--- config.mk ---
export PLATFORM = sky130hd
export DESIGN_NAME = mem_arbiter
export DESIGN_NICKNAME = d
export VERILOG_FILES = /design/src/rtl/cpu_types_pkg.sv /design/src/rtl/arb_perf_counter.sv /design/src/rtl/mem_arbiter.sv
export SDC_FILE = /design/constraint.sdc
export NUM_CORES = 1
export LEC_CHECK = 0
export BUFFER_PORTS_ARGS = -buffer_cell sky130_fd_sc_hd__buf_2
export CORE_AREA = 2 2 127 129
export CTS_BUF_LIST = sky130_fd_sc_hd__clkbuf_16
export CTS_CLUSTER_DIAMETER = 50
export DETAILED_ROUTE_END_ITERATION = 12
export DIE_AREA = 0 0 129 131
export SYNTH_ARGS = -nofsm -noshare
export SYNTH_HDL_FRONTEND = slang
export SYNTH_HIERARCHICAL = 1
export SYNTH_SLANG_ARGS = --single-unit
--- constraint.sdc ---
create_clock -name CLK -period 3.6 [get_ports CLK]
set_clock_uncertainty 0.2 [all_clocks]
set_input_delay 0.18 -clock CLK [delete_from_list [all_inputs] [get_ports CLK]]
set_output_delay 0.18 -clock CLK [all_outputs]
set_load 0.03 [all_outputs]
--- src/rtl/cpu_types_pkg.sv ---
// Shared CPU types: RAM handshake state, machine word and the memory
// arbiter's state encoding.
package cpu_types_pkg;

  localparam int ARB_ADDR_W = 32;

  typedef logic [31:0] word_t;

  typedef enum logic [1:0] {
    FREE,
    BUSY,
    ACCESS,
    ERROR
  } ramstate_t;

  typedef enum logic [1:0] {
    ARB_IDLE,
    ARB_IGNT,
    ARB_DGNT
  } arb_state_t;

endpackage

--- src/rtl/arb_perf_counter.sv ---
// Free-running 32-bit completion counter; one instance per requester,
// only built when ARB_PERF_EN is defined.
module arb_perf_counter
  import cpu_types_pkg::*;
(
  input  logic  CLK,
  input  logic  nRST,
  input  logic  inc_i,
  output word_t cnt_o
);

  word_t cnt_q, cnt_d;

  always_comb begin
    cnt_d = cnt_q;
    if (inc_i) cnt_d = cnt_q + 32'd1;
  end

  always_ff @(posedge CLK or negedge nRST) begin
    if (!nRST) cnt_q <= '0;
    else       cnt_q <= cnt_d;
  end

  assign cnt_o = cnt_q;

endmodule

--- src/rtl/mem_arbiter.sv ---
// Single-port RAM scheduler between icache and dcache with burst hold and
// icache starvation guard. Optional completion counters under ARB_PERF_EN.
module mem_arbiter
  import cpu_types_pkg::*;
#(
  parameter int BURST_LEN  = 2,
  parameter int STARVE_MAX = 8
) (
  input  logic                  CLK,
  input  logic                  nRST,
  input  logic                  iREN,
  input  word_t                 iaddr,
  output logic                  iwait,
  output word_t                 iload,
  input  logic                  dREN,
  input  logic                  dWEN,
  input  word_t                 daddr,
  input  word_t                 dstore,
  output logic                  dwait,
  output word_t                 dload,
  output logic                  ramREN,
  output logic                  ramWEN,
  output logic [ARB_ADDR_W-1:0] ramaddr,
  output word_t                 ramstore,
  input  word_t                 ramload,
  input  ramstate_t             ramstate,
  output word_t                 iaccess_cnt,
  output word_t                 daccess_cnt
);

  localparam int BW = $clog2(BURST_LEN + 1);
  localparam int SW = $clog2(STARVE_MAX + 1);

  arb_state_t      state_q, state_d;
  logic [BW-1:0]   beat_q, beat_d;
  logic [SW-1:0]   starve_q, starve_d;
  logic            dreq, icomp, dcomp;

  assign dreq  = dREN | dWEN;
  assign icomp = (state_q == ARB_IGNT) && (ramstate == ACCESS);
  assign dcomp = (state_q == ARB_DGNT) && (ramstate == ACCESS);

  always_ff @(posedge CLK or negedge nRST) begin
    if (!nRST) begin
      state_q  <= ARB_IDLE;
      beat_q   <= '0;
      starve_q <= '0;
    end else begin
      state_q  <= state_d;
      beat_q   <= beat_d;
      starve_q <= starve_d;
    end
  end

  always_comb begin
    state_d  = state_q;
    beat_d   = beat_q;
    ramREN   = 1'b0;
    ramWEN   = 1'b0;
    ramaddr  = '0;
    ramstore = '0;
    iload    = '0;
    dload    = '0;
    iwait    = 1'b1;
    dwait    = 1'b1;
    case (state_q)
      ARB_IDLE: begin
        // dcache wins unless icache has waited the full starvation budget
        if (dreq && !(iREN && starve_q == SW'(STARVE_MAX))) begin
          state_d = ARB_DGNT;
          beat_d  = '0;
        end else if (iREN) begin
          state_d = ARB_IGNT;
        end
      end
      ARB_IGNT: begin
        ramREN  = iREN;
        ramaddr = iaddr;
        iload   = ramload;
        iwait   = !icomp;
        if (ramstate == ACCESS || ramstate == ERROR || !iREN) state_d = ARB_IDLE;
      end
      ARB_DGNT: begin
        ramWEN   = dWEN;
        ramREN   = dREN & !dWEN;
        ramaddr  = daddr;
        ramstore = dstore;
        dload    = ramload;
        dwait    = !dcomp;
        if (ramstate == ERROR) begin
          state_d = ARB_IDLE;
        end else if (ramstate == ACCESS) begin
          beat_d = beat_q + BW'(1);
          if (beat_q == BW'(BURST_LEN - 1)) state_d = ARB_IDLE;
        end else if (!dreq) begin
          state_d = ARB_IDLE;
        end
      end
      default: state_d = ARB_IDLE;
    endcase
  end

  always_comb begin
    starve_d = starve_q;
    if (!iREN || icomp)
      starve_d = '0;
    else if (state_q != ARB_IGNT && starve_q != SW'(STARVE_MAX))
      starve_d = starve_q + SW'(1);
  end

`ifdef ARB_PERF_EN
  arb_perf_counter u_iperf (
    .CLK   (CLK),
    .nRST  (nRST),
    .inc_i (icomp),
    .cnt_o (iaccess_cnt)
  );

  arb_perf_counter u_dperf (
    .CLK   (CLK),
    .nRST  (nRST),
    .inc_i (dcomp),
    .cnt_o (daccess_cnt)
  );
`else
  assign iaccess_cnt = '0;
  assign daccess_cnt = '0;
`endif

endmodule

Yosys cells after proc, flatten, opt, wreduce, memory -nomap -nowiden:

Index checks and enable logic that the tools add are counted.

* flip-flop bits (word level): 8
* input port bits: 135
* output and inout bits: 196
* logic and storage cells: 62

* add/sub/neg operators: 2
* equal/unequal tests: 15
* mux-type cells: 22
* bitwise gates (word level): 2
* reductions and logical operators: 18

Operators with widths (number)
* 2-to-1 mux 32 bit: 3
* case mux 32 bit (2 select lines): 1
* 2-to-1 mux 2 bit: 10
* 2-to-1 mux 4 bit: 2
* != test 4 x 2 -> 1 bit, second input constant: 2
* AND reduction 4 bit: 2
* equality test 2 bit, second input constant: 3
* != test 2 x 1 -> 1 bit, second input constant: 3
* case mux 2 bit (3 select lines): 1
* logical AND 1 bit: 5
* zero test 1 bit: 5
* adder 4 x 1 -> 4 bit, second input constant: 1
* equality test 2 x 1 -> 1 bit, second input constant: 2
* equality test 4 bit, second input constant: 1
* != test 2 bit, second input constant: 2
* != test 4 bit, second input constant: 1
* case mux 2 bit (2 select lines): 1
* nonzero test 2 bit: 2
* logical OR 1 bit: 3
* 2-to-1 mux 1 bit: 3
* != test 3 bit, second input constant: 1
* adder 2 x 1 -> 2 bit, second input constant: 1
* zero test 2 bit: 1
* case mux 1 bit (2 select lines): 1
* other kinds (2): 2

Depth between registers and ports, before layout:

Gate-level depths: netlist (run 1).

* word-level depth: 6
* mapped depth: 7
* depth with buffers taken out: 6

Least setup slack after synthesis (run 1):

Ideal clock, no wire load.

* path type: register -> output
* start point: register state_q[0]
* end point: output ramaddr[14]
* arrival time: 1.686 ns
* data required time: 3.220 ns
* setup slack: 1.534 ns
* stages on the path, launching flop included: 7
* path buffers: 2
* cells stage by stage: dfrtp_1 -> inv_1 -> ha_1 -> clkbuf_1 -> buf_2 -> a22oi_1 -> nor2b_1

* word-level cells in the longest chain between the ends: 2
* elaborated cells on any way between the ends: 3
* classes of those cells: eq/ne (2); mux (1)

RTL lines
* start: declaration: line mem_arbiter.sv:34 `arb_state_t state_q, state_d;`
* start signal: assignment: line mem_arbiter.sv:49 `state_q <= state_d;`
* equality test 2 bit / equality test 2 x 1 -> 1 bit (equally long branches): line mem_arbiter.sv:66 `case (state_q)`
* case mux 32 bit (2 select lines) *: line mem_arbiter.sv:66
* end: declaration: line mem_arbiter.sv:23 `output logic [ARB_ADDR_W-1:0] ramaddr,`

Every way passes the cells marked *; elsewhere a longest branch is shown, timed or not.

Final worst setup path (run 1):

* start point: register state_q[0]
* end point: output ramaddr[25]

The elaborated chain is that of the path after synthesis.

==> results.txt, run 1 <==
----------------------------------------------------
[Setup path]
  Worst EP required ... 3.22 ns
  Worst EP arrival ... 2.22 ns
  Critical Path Sink Type ... output pin
  Startpoint types ... flop
  Worst setup slack for register-to-register paths ... 1.29 ns
  Classification of the worst setup path ... flop to output pin
  Top fanout value on the critical path ... about 80

[Die]
  Initial standard-cell utilization of the core ... 14.0%
  Count of pins on the block boundary ... between 300 and 400
  Area of the core region ... approximately 16000 sq um
  DIE WIDTH ... 129 um
  Vertical die dimension ... 131 um
  Number of standard-cell rows in the floorplan ... 46
  Die ar. ... 16900 sq um

[Synth]
  Average cell area after synthesis ... 7.02 sq um
  Synth cell types ... 30
  Count of flip-flops with a built-in enable after synthesis ... 0
  Multiplexer area fraction after synthesis ... 1.03%
  Warnings from Yosys ... 6
  Compound-Gate Fraction of Synth Area ... 15.0%
  Post-Syn Area ... 2190 sq um
  Dominant combinational cell family by area after synthesis ... simple AND/OR/NAND/NOR gates
  Part of the Yosys area used for sequential elements ... 9.14%
  Adder-cell share of the synthesized area ... 3.43%
  Simple-gate area share of the yosys netlist ... 43.1%
  Share of synthesized flip-flops with an asynchronous set or reset ... 100%
  Post-synthesis register bit count ... 8
  Xor and xnor area share after synthesis ... 1.20%
  Main synth FF type ... dfrtp_1
  Post-Syn Instances ... 312

[Drt]
  Vias per cell ... 3.63
  Total detailed-routing wirelength ... 10000 um
  Routed vias ... 2825
  First DRT Iteration DRCs ... 57
  DRC violations left ... 0
  Antenna Violating Nets Remaining ... 0
  DRT Pass-1 Iters ... 4
  Detail-routed net length per standard cell ... 12.9 um

[Place]
  Worst setup slack before clock tree synthesis ... 1.23 ns
  Final weighted congestion in routability-driven placement ... around 0.78
  Post-detailed-placement half-perimeter wirelength ... 8500 um
  Count of input and output buffers ... 266

[Cells and area]
  Post-layout net count ... 705
  Fill cell count ... 1781
  Finished Core Util ... 23.0%
  Most frequent standard cell in the layout excluding fill and tap cells ... buf_2
  Layout cells sized above 1 ... 49.8%
  Area grow syn2layout ... 63.7%
  Most used cells in the layout excluding fill and tap cells ... buf_2 (266), and2_1 (98), conb_1 (64)
  Area taken by multi-input logic gates ... 1650 sq um
  Sequential cell area ... 200 sq um

[Run]
  Max cap viols ... 0

[Clocking]
  Inserted Clock Buffers ... 3
  Level count of the clock H-tree ... 1
  Worst-skew pair later-pin latency ... between 0.2 and 0.25 ns
  Number of buffers inserted to repair setup after CTS ... 0
  CTS clk-pin slew, worst paths ... 0.04 ns
  Post-cts hold buffer count ... 1
  Post_cts resized ... 0
  Bufs on Longest Clock Path ... 2
  Clock tree root driver cell ... clkbuf_16
  CTS tree ... yes
  Total clock sinks ... 8

[Hold path]
  Hold crit path type ... input pin to flop

[Timing]
  Worst slew margin relative to its limit ... 42.7%
  Final-report max-slew violation count ... 0
  Transition at the pin with the smallest max-transition slack ... 0.859 ns
  Fin crit share ... 72.2%
  Minimum clock period after layout ... roughly 2.6 ns
  Count of final hold-check violations ... 0
  Max Clock Freq ... 385 MHz
  Final Setup Violations ... 0
  Final worst setup slack ... 1.00 ns
  Setup repair after global routing missed its margin ... no
  Setup_tns ... 0 ns

[Run status]
  Status ... complete, no violations

[Global routing]
  Wire length of the first global-routing pass ... 13300 um
  Antenna violations before repair ... 0
  Final global-route overflow total ... 0
  GRT Overall Usage ... just over 10%
  Largest net degree at the start of global routing ... 82
  Vias in the first global route ... 2398

[Power]
  IR drop worst, VDD ... slightly below 300 uV
  Total power draw ... 2610 uW
  Leakage power total ... 0.00212 uW
  Power density over cell area ... a little over 700 nW/um^2

----------------------------------------------------
## cells in the mapped netlist (all sizes together), types with 4 or more instances
cell type	n	share of area, %
ha	6	3.4
nand2	8	1.4
dfrtp	8	9.1
o21ai	4	0.91
buf	67	23
and2	99	28
nor2b	33	9.4
inv	6	1.0
a22oi	32	11
nor2	6	1.0
clkbuf	19	3.3
## power by group
part | total, uW | switching [uW] | internal (uW)
clock network | 186 | 42.5 | 143
registers | 150 | 28.8 | 121
logic | 2270 | 1550 | 724
## cell type report
type	instances	area share (%)
Antenna cell	1	0.0698
Clock buffer	3	2.09
Inverter	6	0.628
Multi-Input combinational cell	275	46.1
Sequential cell	8	5.58
Tap cell	216	7.53
Timing Repair Buffer	270	38.0
## through the flow
stage          hold WS (ns)  area [sq um]  cells
6_report              0.123          3590    779
5_1_grt               0.145          3580    778
4_1_cts               0.121          3580    778
3_5_place_dp         -0.157          3500    774
3_3_place_gp         -0.159          3500    774
2_1_floorplan        -0.316          2430    375
## metal layers
| layer | track usage (%) | wire length [um] |
|---|---|---|
| met4 | 1.34 | 34 |
| met3 | 1.67 | 803 |
| met1 | 13.3 | 4290 |
| met5 | 0 | 0 |
| met2 | 18.2 | 4890 |
## path summary, 6_finish.rpt
kind,start,end,cells past startpoint
max in group asynchronous,nRST,starve_q[1],2
setup / recovery,state_q[0],ramaddr[25],6
hold / removal,iREN,starve_q[0],3
setup reg to reg,state_q[0],state_q[1],5
hold reg to reg,starve_q[3],starve_q[3],2
min in group asynchronous,nRST,beat_q[0],2
## flip-flops by register name, summed over array words and instances (netlist names)
register and cells:
starve_q 4, beat_q 2, state_q 2
## cell families (layout without fill, tap and decap cells)
group	count (synthesis)	in the layout
other	1	65
adder cells (fa/ha/maj)	6	6
XOR/XNOR	3	3
multiplexers	2	2
AO/OA/AOI/OAI	45	45
flip-flops	8	8
buffers and inverters	92	279
AND/OR/NAND/NOR	155	155
## worst max-delay path: stages, from the launching register on
cell,delay [ns]
dfrtp_1,0.39
inv_1,0.13
ha_4,0.59
buf_4,0.38
a22oi_1,0.14
nor2b_1,0.13
buf_2,0.21
(Power assumes the default switching activity.)
==> inputs of run 2 (changes only) <==
--- a/config.mk
+++ b/config.mk
@@ -5,12 +5,13 @@
 export SDC_FILE = /design/constraint.sdc
 export NUM_CORES = 1
 export LEC_CHECK = 0
+export ABC_AREA = 1
 export BUFFER_PORTS_ARGS = -buffer_cell sky130_fd_sc_hd__buf_2
-export CORE_AREA = 2 2 127 129
+export CORE_AREA = 2 2 129 131
 export CTS_BUF_LIST = sky130_fd_sc_hd__clkbuf_16
 export CTS_CLUSTER_DIAMETER = 50
 export DETAILED_ROUTE_END_ITERATION = 12
-export DIE_AREA = 0 0 129 131
+export DIE_AREA = 0 0 131 133
 export SYNTH_ARGS = -nofsm -noshare
 export SYNTH_HDL_FRONTEND = slang
 export SYNTH_HIERARCHICAL = 1
==> constraint.sdc (replaced) <==
create_clock -name CLK -period 2.35 [get_ports CLK]
set_clock_uncertainty 0.2 [all_clocks]
set_input_delay 0.1175 -clock CLK [delete_from_list [all_inputs] [get_ports CLK]]
set_output_delay 0.1175 -clock CLK [all_outputs]
set_load 0.03 [all_outputs]
==> run 2 against run 1 <==
  * Clock power up 54%
  * Synthesized cell count is 47% higher
  * Sequential cell count unchanged
  * Clock-buffer cell count unchanged
  * Core utilization grew 0.49 points
  * Final area up 5.9%
  * Critical endpoint is now ramaddr[21]
  * Area after synthesis grew 9.6%
==> results.txt, run 2 <==
----------------------------------------------------
[Drt]
  Antenna Violating Nets Remaining ... 0 (unchanged)
  Routed vias ... 3167 (+12%)
  Detail-routed net length per standard cell ... 9.46 um (-26%)
  DRT Pass-1 Iters ... 4 (unchanged)
  First DRT Iteration DRCs ... 106 (+86%)
  Vias per cell ... 3.39 (-6.4%)
  DRC violations left ... 0 (unchanged)
  Total detailed-routing wirelength ... 8830 um (-12%)

[Setup path]
  Classification of the worst setup path ... flop to output pin
  Worst EP arrival ... 1.81 ns (-0.41 ns)
  Top fanout value on the critical path ... 28 (-65%)
  Worst r2r path cells ... 8 (+3)
  Startpoint types ... flop
  Critical Path Sink Type ... output pin
  R2R Path End ... state_q[0]
  Reg-to-reg startpoint ... state_q[0]
  Worst EP required ... 2.03 ns (-1.19 ns)
  Launching instance or port of the critical path ... state_q[0]
  CP endpoint ... ramaddr[21]
  Worst setup slack for register-to-register paths ... 0.55 ns (-0.74 ns)

[Clocking]
  Total clock sinks ... 8 (unchanged)
  Clock tree root driver cell ... clkbuf_16
  Inserted Clock Buffers ... 3 (unchanged)
  Level count of the clock H-tree ... 1 (unchanged)
  CTS clk-pin slew, worst paths ... 0.04 ns (about the same)
  Bufs on Longest Clock Path ... 2 (unchanged)
  Worst-skew pair later-pin latency ... 0.23 ns (about the same)
  CTS tree ... yes

[Global routing]
  Largest net degree at the start of global routing ... 38 (-54%)
  GR Util met3 ... 1.17% (-0.50 points)
  Met1 Use GR ... 11.1% (-2.2 points)
  Vias in the first global route ... 2497 (+4.1%)
  Wire length of the first global-routing pass ... 12400 um (-6.7%)
  Antenna violations before repair ... 0 (unchanged)
  GRT Max-Usage Layer ... met2
  Final global-route overflow total ... 0 (unchanged)
  GRT Overall Usage ... 8.78% (-1.5 points)
  Global Route met2 Usage ... 16.3% (-2.0 points)

[Synth]
  Post-synthesis register bit count ... 8 (unchanged)
  Area leader, netlist ... nand2_1
  Library cell with the highest instance count after synthesis ... nand2_1
  Part of the Yosys area used for sequential elements ... 8.34% (-0.80 points)
  Synth top area share ... 26.9% (-1.1 points)
  Post-synth top cells ... nand2_1 (172), inv_1 (105), buf_4 (67)
  Count of flip-flops with a built-in enable after synthesis ... 0 (unchanged)
  Post-Syn Instances ... 458 (+47%)
  Share of synthesized flip-flops with an asynchronous set or reset ... 100% (unchanged)
  Warnings from Yosys ... 6 (unchanged)
  Synth cell types ... 22 (-27%)
  Main synth FF type ... dfrtp_1
  Average cell area after synthesis ... 5.24 sq um (-25%)
  Top area cells in the synthesized netlist ... nand2_1 (27%), buf_4 (21%), inv_1 (16%), dfrtp_1 (8.3%), a21oi_1 (6.9%)
  Post-Syn Area ... 2400 sq um (+9.6%)

[Power]
  IR drop worst, VDD ... 418 uV (+42%)
  Leakage power total ... 0.00293 uW (+39%)
  Power density over cell area ... 1070 nW/um^2 (+47%)

[Die]
  Number of standard-cell rows in the floorplan ... 47 (+2.2%)
  Die ar. ... 17400 sq um (+3.1%)
  Area of the core region ... 16200 sq um (+3.7%)
  Initial standard-cell utilization of the core ... 14.8% (+0.80 points)
  Vertical die dimension ... 133 um (+1.5%)
  Count of pins on the block boundary ... 331 (unchanged)
  DIE WIDTH ... 131 um (+1.6%)

[Cells and area]
  Max reg flops ... 4 (unchanged)
  Post-layout net count ... 856 (+21%)
  Final cell area excluding filler cells ... 3800 sq um (+5.9%)
  Inserted Diodes ... 0 (-1)
  Largest registers ... starve_q (4), beat_q (2), state_q (2)
  Layout cells sized above 1 ... 42.2% (-7.6 points)
  Most frequent standard cell in the layout excluding fill and tap cells ... buf_2
  Area grow syn2layout ... 58.2%
  Most used cells in the layout excluding fill and tap cells ... buf_2 (266), nand2_1 (172), inv_1 (105)
  Largest Register ... starve_q
  Number of cells in the finished layout apart from fillers ... 933 (+20%)

[Place]
  Post-DP Area ... 3710 sq um (+6.1%)
  Count of input and output buffers ... 266 (unchanged)
  Placed Instances ... 929 (+20%)
  Post-detailed-placement half-perimeter wirelength ... 7390 um (-13%)
  Final weighted congestion in routability-driven placement ... 0.798 (+1.9%)

[Timing]
  Minimum clock period after layout ... 2.12 ns
  Max Clock Freq ... 471 MHz
  Final-report max-slew violation count ... 0 (unchanged)
  Setup_tns ... 0 ns (unchanged)
  Fin crit share ... between 90% and 100%
  Worst hold slack ... 0.0734 ns (-0.0497 ns)
  Count of final hold-check violations ... 0 (unchanged)
  Setup repair after global routing missed its margin ... no
  Final Setup Violations ... 0 (unchanged)

[Run status]
  Status ... complete, no violations

[Run]
  Max cap viols ... 0 (unchanged)

[Hold path]
  Hold crit path type ... input pin to async pin

----------------------------------------------------
-- run 2: cell types whose count changed after synthesis, sizes merged, moves of 3 or more --
cell / before / now
clkbuf: 19 / 0
a21oi: 2 / 33
nand3: 2 / 9
nand4: 0 / 3
nor2b: 33 / 0
inv: 6 / 116
a22oi: 32 / 0
buf: 67 / 85
and2: 99 / 0
nand2: 8 / 182
-- run 2: cell type report --
class                      instances  area [sq um]
inverter                         116           435
fill                            1857         12400
timing repair buffer             274          1460
sequential                         8           200
multi-input combinational        312          1360
tap                              220           275
clock buffer                       3          75.1
-- run 2: how the worst min path moves through the flow --
stage          from     endpoint  slack [ns]  depth (start not counted)
3_3_place_gp   nRST  starve_q[0]       -0.22                          1
6_report       nRST  starve_q[2]        0.07                          2
4_1_cts        nRST  starve_q[1]        0.07                          2
3_5_place_dp   nRST  starve_q[0]       -0.22                          1
5_1_grt        nRST  starve_q[0]        0.09                          2
2_1_floorplan  nRST    beat_q[0]       -0.38                          0
-- run 2: layer usage --
layer	up-vias	share of wire, %
li1	1682	-
met1	1337	42
met2	146	50
met3	2	8.1
met4	0	0.14
met5	-	0
-- run 2: where the power goes --
part	total (uW)	internal, uW	switching (uW)	leakage, uW
Combinational	3560	993	2560	0.00279
Clock	287	220	67.2	0.0000370
Sequential	223	182	40.1	0.000106
Total	4070	1390	2670	0.00293
-- run 2: per-stage QoR --
step                utilization (%)  worst slack (ns)  total power, uW
finish                         23.5             0.227             4070
global route                   23.5            0.0883             4430
CTS                            23.5             0.199             4120
detailed placement             23.0             0.445             3820
global placement               23.0             0.470             3820
floorplan                         -             0.564             2940
-- run 2: worst max-delay path, cell delays in order (launching register included) --
cell	delay [ns]
dfrtp_1	0.39
inv_1	0.12
ha_4	0.36
buf_12	0.22
nand2_1	0.07
a21oi_1	0.16
buf_2	0.23
-- run 2: cells by family after synthesis --
| group | after synthesis | synth area share, % |
|---|---|---|
| and+or+nand+nor | 201 | 33.8 |
| adders and majority gates | 6 | 3.13 |
| other | 1 | 0.156 |
| AOI/OAI and AO/OA | 40 | 8.60 |
| DFF | 8 | 8.34 |
| buffers and inverters | 201 | 45.6 |
| xor gates and xnor gates | 1 | 0.365 |
-- run 2: timing repair --
item / in CTS / in global routing
hold buffers: 1 / 0
endpoints found under the setup margin: 0 / 0
hold endpoints to repair: 8 / 0
gates resized for setup: 0 / 0
buffers inserted: 0 / 0
==> inputs of run 3 (changes only) <==
--- a/config.mk
+++ b/config.mk
@@ -12,6 +12,7 @@
 export CTS_CLUSTER_DIAMETER = 50
 export DETAILED_ROUTE_END_ITERATION = 12
 export DIE_AREA = 0 0 131 133
+export REMOVE_ABC_BUFFERS = 1
 export SYNTH_ARGS = -nofsm -noshare
 export SYNTH_HDL_FRONTEND = slang
 export SYNTH_HIERARCHICAL = 1
==> run 3 against run 2 <==
  * Worst hold slack got worse by 0.019 ns
  * Critical path depth stayed put
  * Die area stayed put
  * Global-route usage up 0.76 points
  * Final cell count fell by 0.11%
  * Setup slack lost 0.034 ns
  * Maximum frequency shrank 1.6%
  * Sequential share of layout area hardly changed
==> results.txt, run 3 (same netlist as run 2, synthesis figures left out) <==
----------------------------------------------------
[Cells and area]
  Most frequent standard cell in the layout excluding fill and tap cells ... buf_2
  Max reg flops ... 4 (unchanged)
  Largest registers ... starve_q (4), beat_q (2), state_q (2)
  Inserted Diodes ... 0 (unchanged)
  Largest Register ... starve_q
  Area grow syn2layout ... 56.9%
  Fill cell count ... 1859 (+0.11%)
  Layout cells sized above 1 ... 42.1% (-0.081 points)
  Post-layout net count ... 855 (-0.12%)
  Final cell area excluding filler cells ... 3770 sq um (-0.86%)
  Most used cells in the layout excluding fill and tap cells ... buf_2 (266), nand2_1 (172), inv_1 (105)

[Die]
  DIE WIDTH ... 131 um (unchanged)
  Initial standard-cell utilization of the core ... 14.8% (unchanged)
  Die ar. ... 17400 sq um (unchanged)
  Vertical die dimension ... 133 um (unchanged)
  Count of pins on the block boundary ... 331 (unchanged)
  Area of the core region ... 16200 sq um (unchanged)
  Number of standard-cell rows in the floorplan ... 47 (unchanged)

[Setup path]
  Top fanout value on the critical path ... 15 (-46%)
  Critical Path Sink Type ... output pin
  Launching instance or port of the critical path ... state_q[0]
  Worst r2r path cells ... 8 (unchanged)
  R2R Path End ... starve_q[1]
  Classification of the worst setup path ... flop to output pin
  Worst setup slack for register-to-register paths ... 0.56 ns (about the same)
  Reg-to-reg startpoint ... state_q[1]
  Worst EP required ... 2.03 ns (about the same)
  Startpoint types ... flop
  Worst EP arrival ... 1.84 ns (+0.03 ns)
  CP endpoint ... ramaddr[19]

[Clocking]
  Inserted Clock Buffers ... 3 (unchanged)
  Number of buffers inserted to repair setup after CTS ... 0 (unchanged)
  Total clock sinks ... 8 (unchanged)
  Clock tree root driver cell ... clkbuf_16
  Bufs on Longest Clock Path ... 2 (unchanged)
  Worst-skew pair later-pin latency ... 0.23 ns (about the same)
  CTS clk-pin slew, worst paths ... 0.04 ns (about the same)
  Level count of the clock H-tree ... 1 (unchanged)
  Post-cts hold buffer count ... 1 (unchanged)
  CTS tree ... yes
  Post_cts resized ... 0 (unchanged)

[Timing]
  Minimum clock period after layout ... 2.16 ns (+0.0342 ns)
  Fin crit share ... 91.8% (+1.5 points)
  Setup repair after global routing missed its margin ... no
  Max Clock Freq ... 464 MHz (-1.6%)
  Count of final hold-check violations ... 0 (unchanged)
  Final Setup Violations ... 0 (unchanged)
  Final-report max-slew violation count ... 0 (unchanged)
  Worst hold slack ... 0.0544 ns (-0.0190 ns)
  Setup_tns ... 0 ns (unchanged)

[Place]
  Post-detailed-placement half-perimeter wirelength ... 7940 um (+7.5%)
  Post-DP Area ... 3680 sq um (-0.88%)
  Count of input and output buffers ... 266 (unchanged)
  Final weighted congestion in routability-driven placement ... 0.715 (-10%)

[Drt]
  Vias per cell ... 3.44 (+1.3%)
  Antenna Violating Nets Remaining ... 0 (unchanged)
  Detail-routed net length per standard cell ... 10.1 um (+7.2%)
  DRC violations left ... 0 (unchanged)
  DRT Pass-1 Iters ... 4 (unchanged)
  Total detailed-routing wirelength ... 9460 um (+7.1%)
  Routed vias ... 3205 (+1.2%)
  First DRT Iteration DRCs ... 133 (+25%)

[Hold path]
  Hold crit path type ... input pin to async pin

[Global routing]
  Largest net degree at the start of global routing ... 68 (+79%)
  Final global-route overflow total ... 0 (unchanged)
  Wire length of the first global-routing pass ... 13400 um (+8.5%)
  GRT Overall Usage ... 9.54% (+0.76 points)
  Antenna violations before repair ... 0 (unchanged)
  Vias in the first global route ... 2688 (+7.6%)

[Power]
  Leakage power total ... 0.00292 uW (-0.47%)
  IR drop worst, VDD ... 533 uV (+28%)
  Total power draw ... 4030 uW (-0.87%)
  Power density over cell area ... 1070 nW/um^2 (about the same)

[Run]
  Max cap viols ... 0 (unchanged)

[Run status]
  Status ... complete, no violations

----------------------------------------------------
run 3: power breakdown:
group | internal (uW) | switching [uW] | total, uW
Combinational | 944 | 2580 | 3520
Clock | 219 | 65.8 | 285
Sequential | 182 | 40.7 | 223
run 3: per-stage QoR:
stage               utilization (%)  setup slack, ns  std cells
floorplan                         -            -1.21        436
global placement               22.8            0.448        928
detailed placement             22.8            0.408        928
CTS                            23.3            0.162        932
global route                   23.3           0.0613        932
finish                         23.3            0.193        932
run 3: layer usage:
metal  track usage (%)  share of wire [%]
met1              12.8                 44
met2              17.0                 48
met3             0.485                6.9
met4              1.42               0.47
met5                 0                  0
run 3: layout make-up:
class | count | area [sq um] | area share [%]
Timing Repair Buffer | 273 | 1420 | 37.8
Sequential cell | 8 | 200 | 5.32
Clock buffer | 3 | 75.1 | 1.99
Tap cell | 220 | 275 | 7.31
Multi-Input combinational cell | 312 | 1360 | 36.0
Inverter | 116 | 435 | 11.6
run 3: how the worst min path moves through the flow:
stage          from           to  slack [ns]
6_report       nRST    beat_q[1]        0.05
3_5_place_dp   nRST    beat_q[1]       -0.22
2_1_floorplan  nRST    beat_q[0]       -0.38
4_1_cts        nRST  starve_q[3]        0.07
3_3_place_gp   nRST    beat_q[1]       -0.22
5_1_grt        nRST  starve_q[3]        0.10
run 3: critical path: stages, from the launching register on:
cell	delay [ns]
dfrtp_1	0.39
inv_1	0.13
ha_1	0.24
inv_1	0.29
buf_4	0.30
a21oi_1	0.07
buf_2	0.18
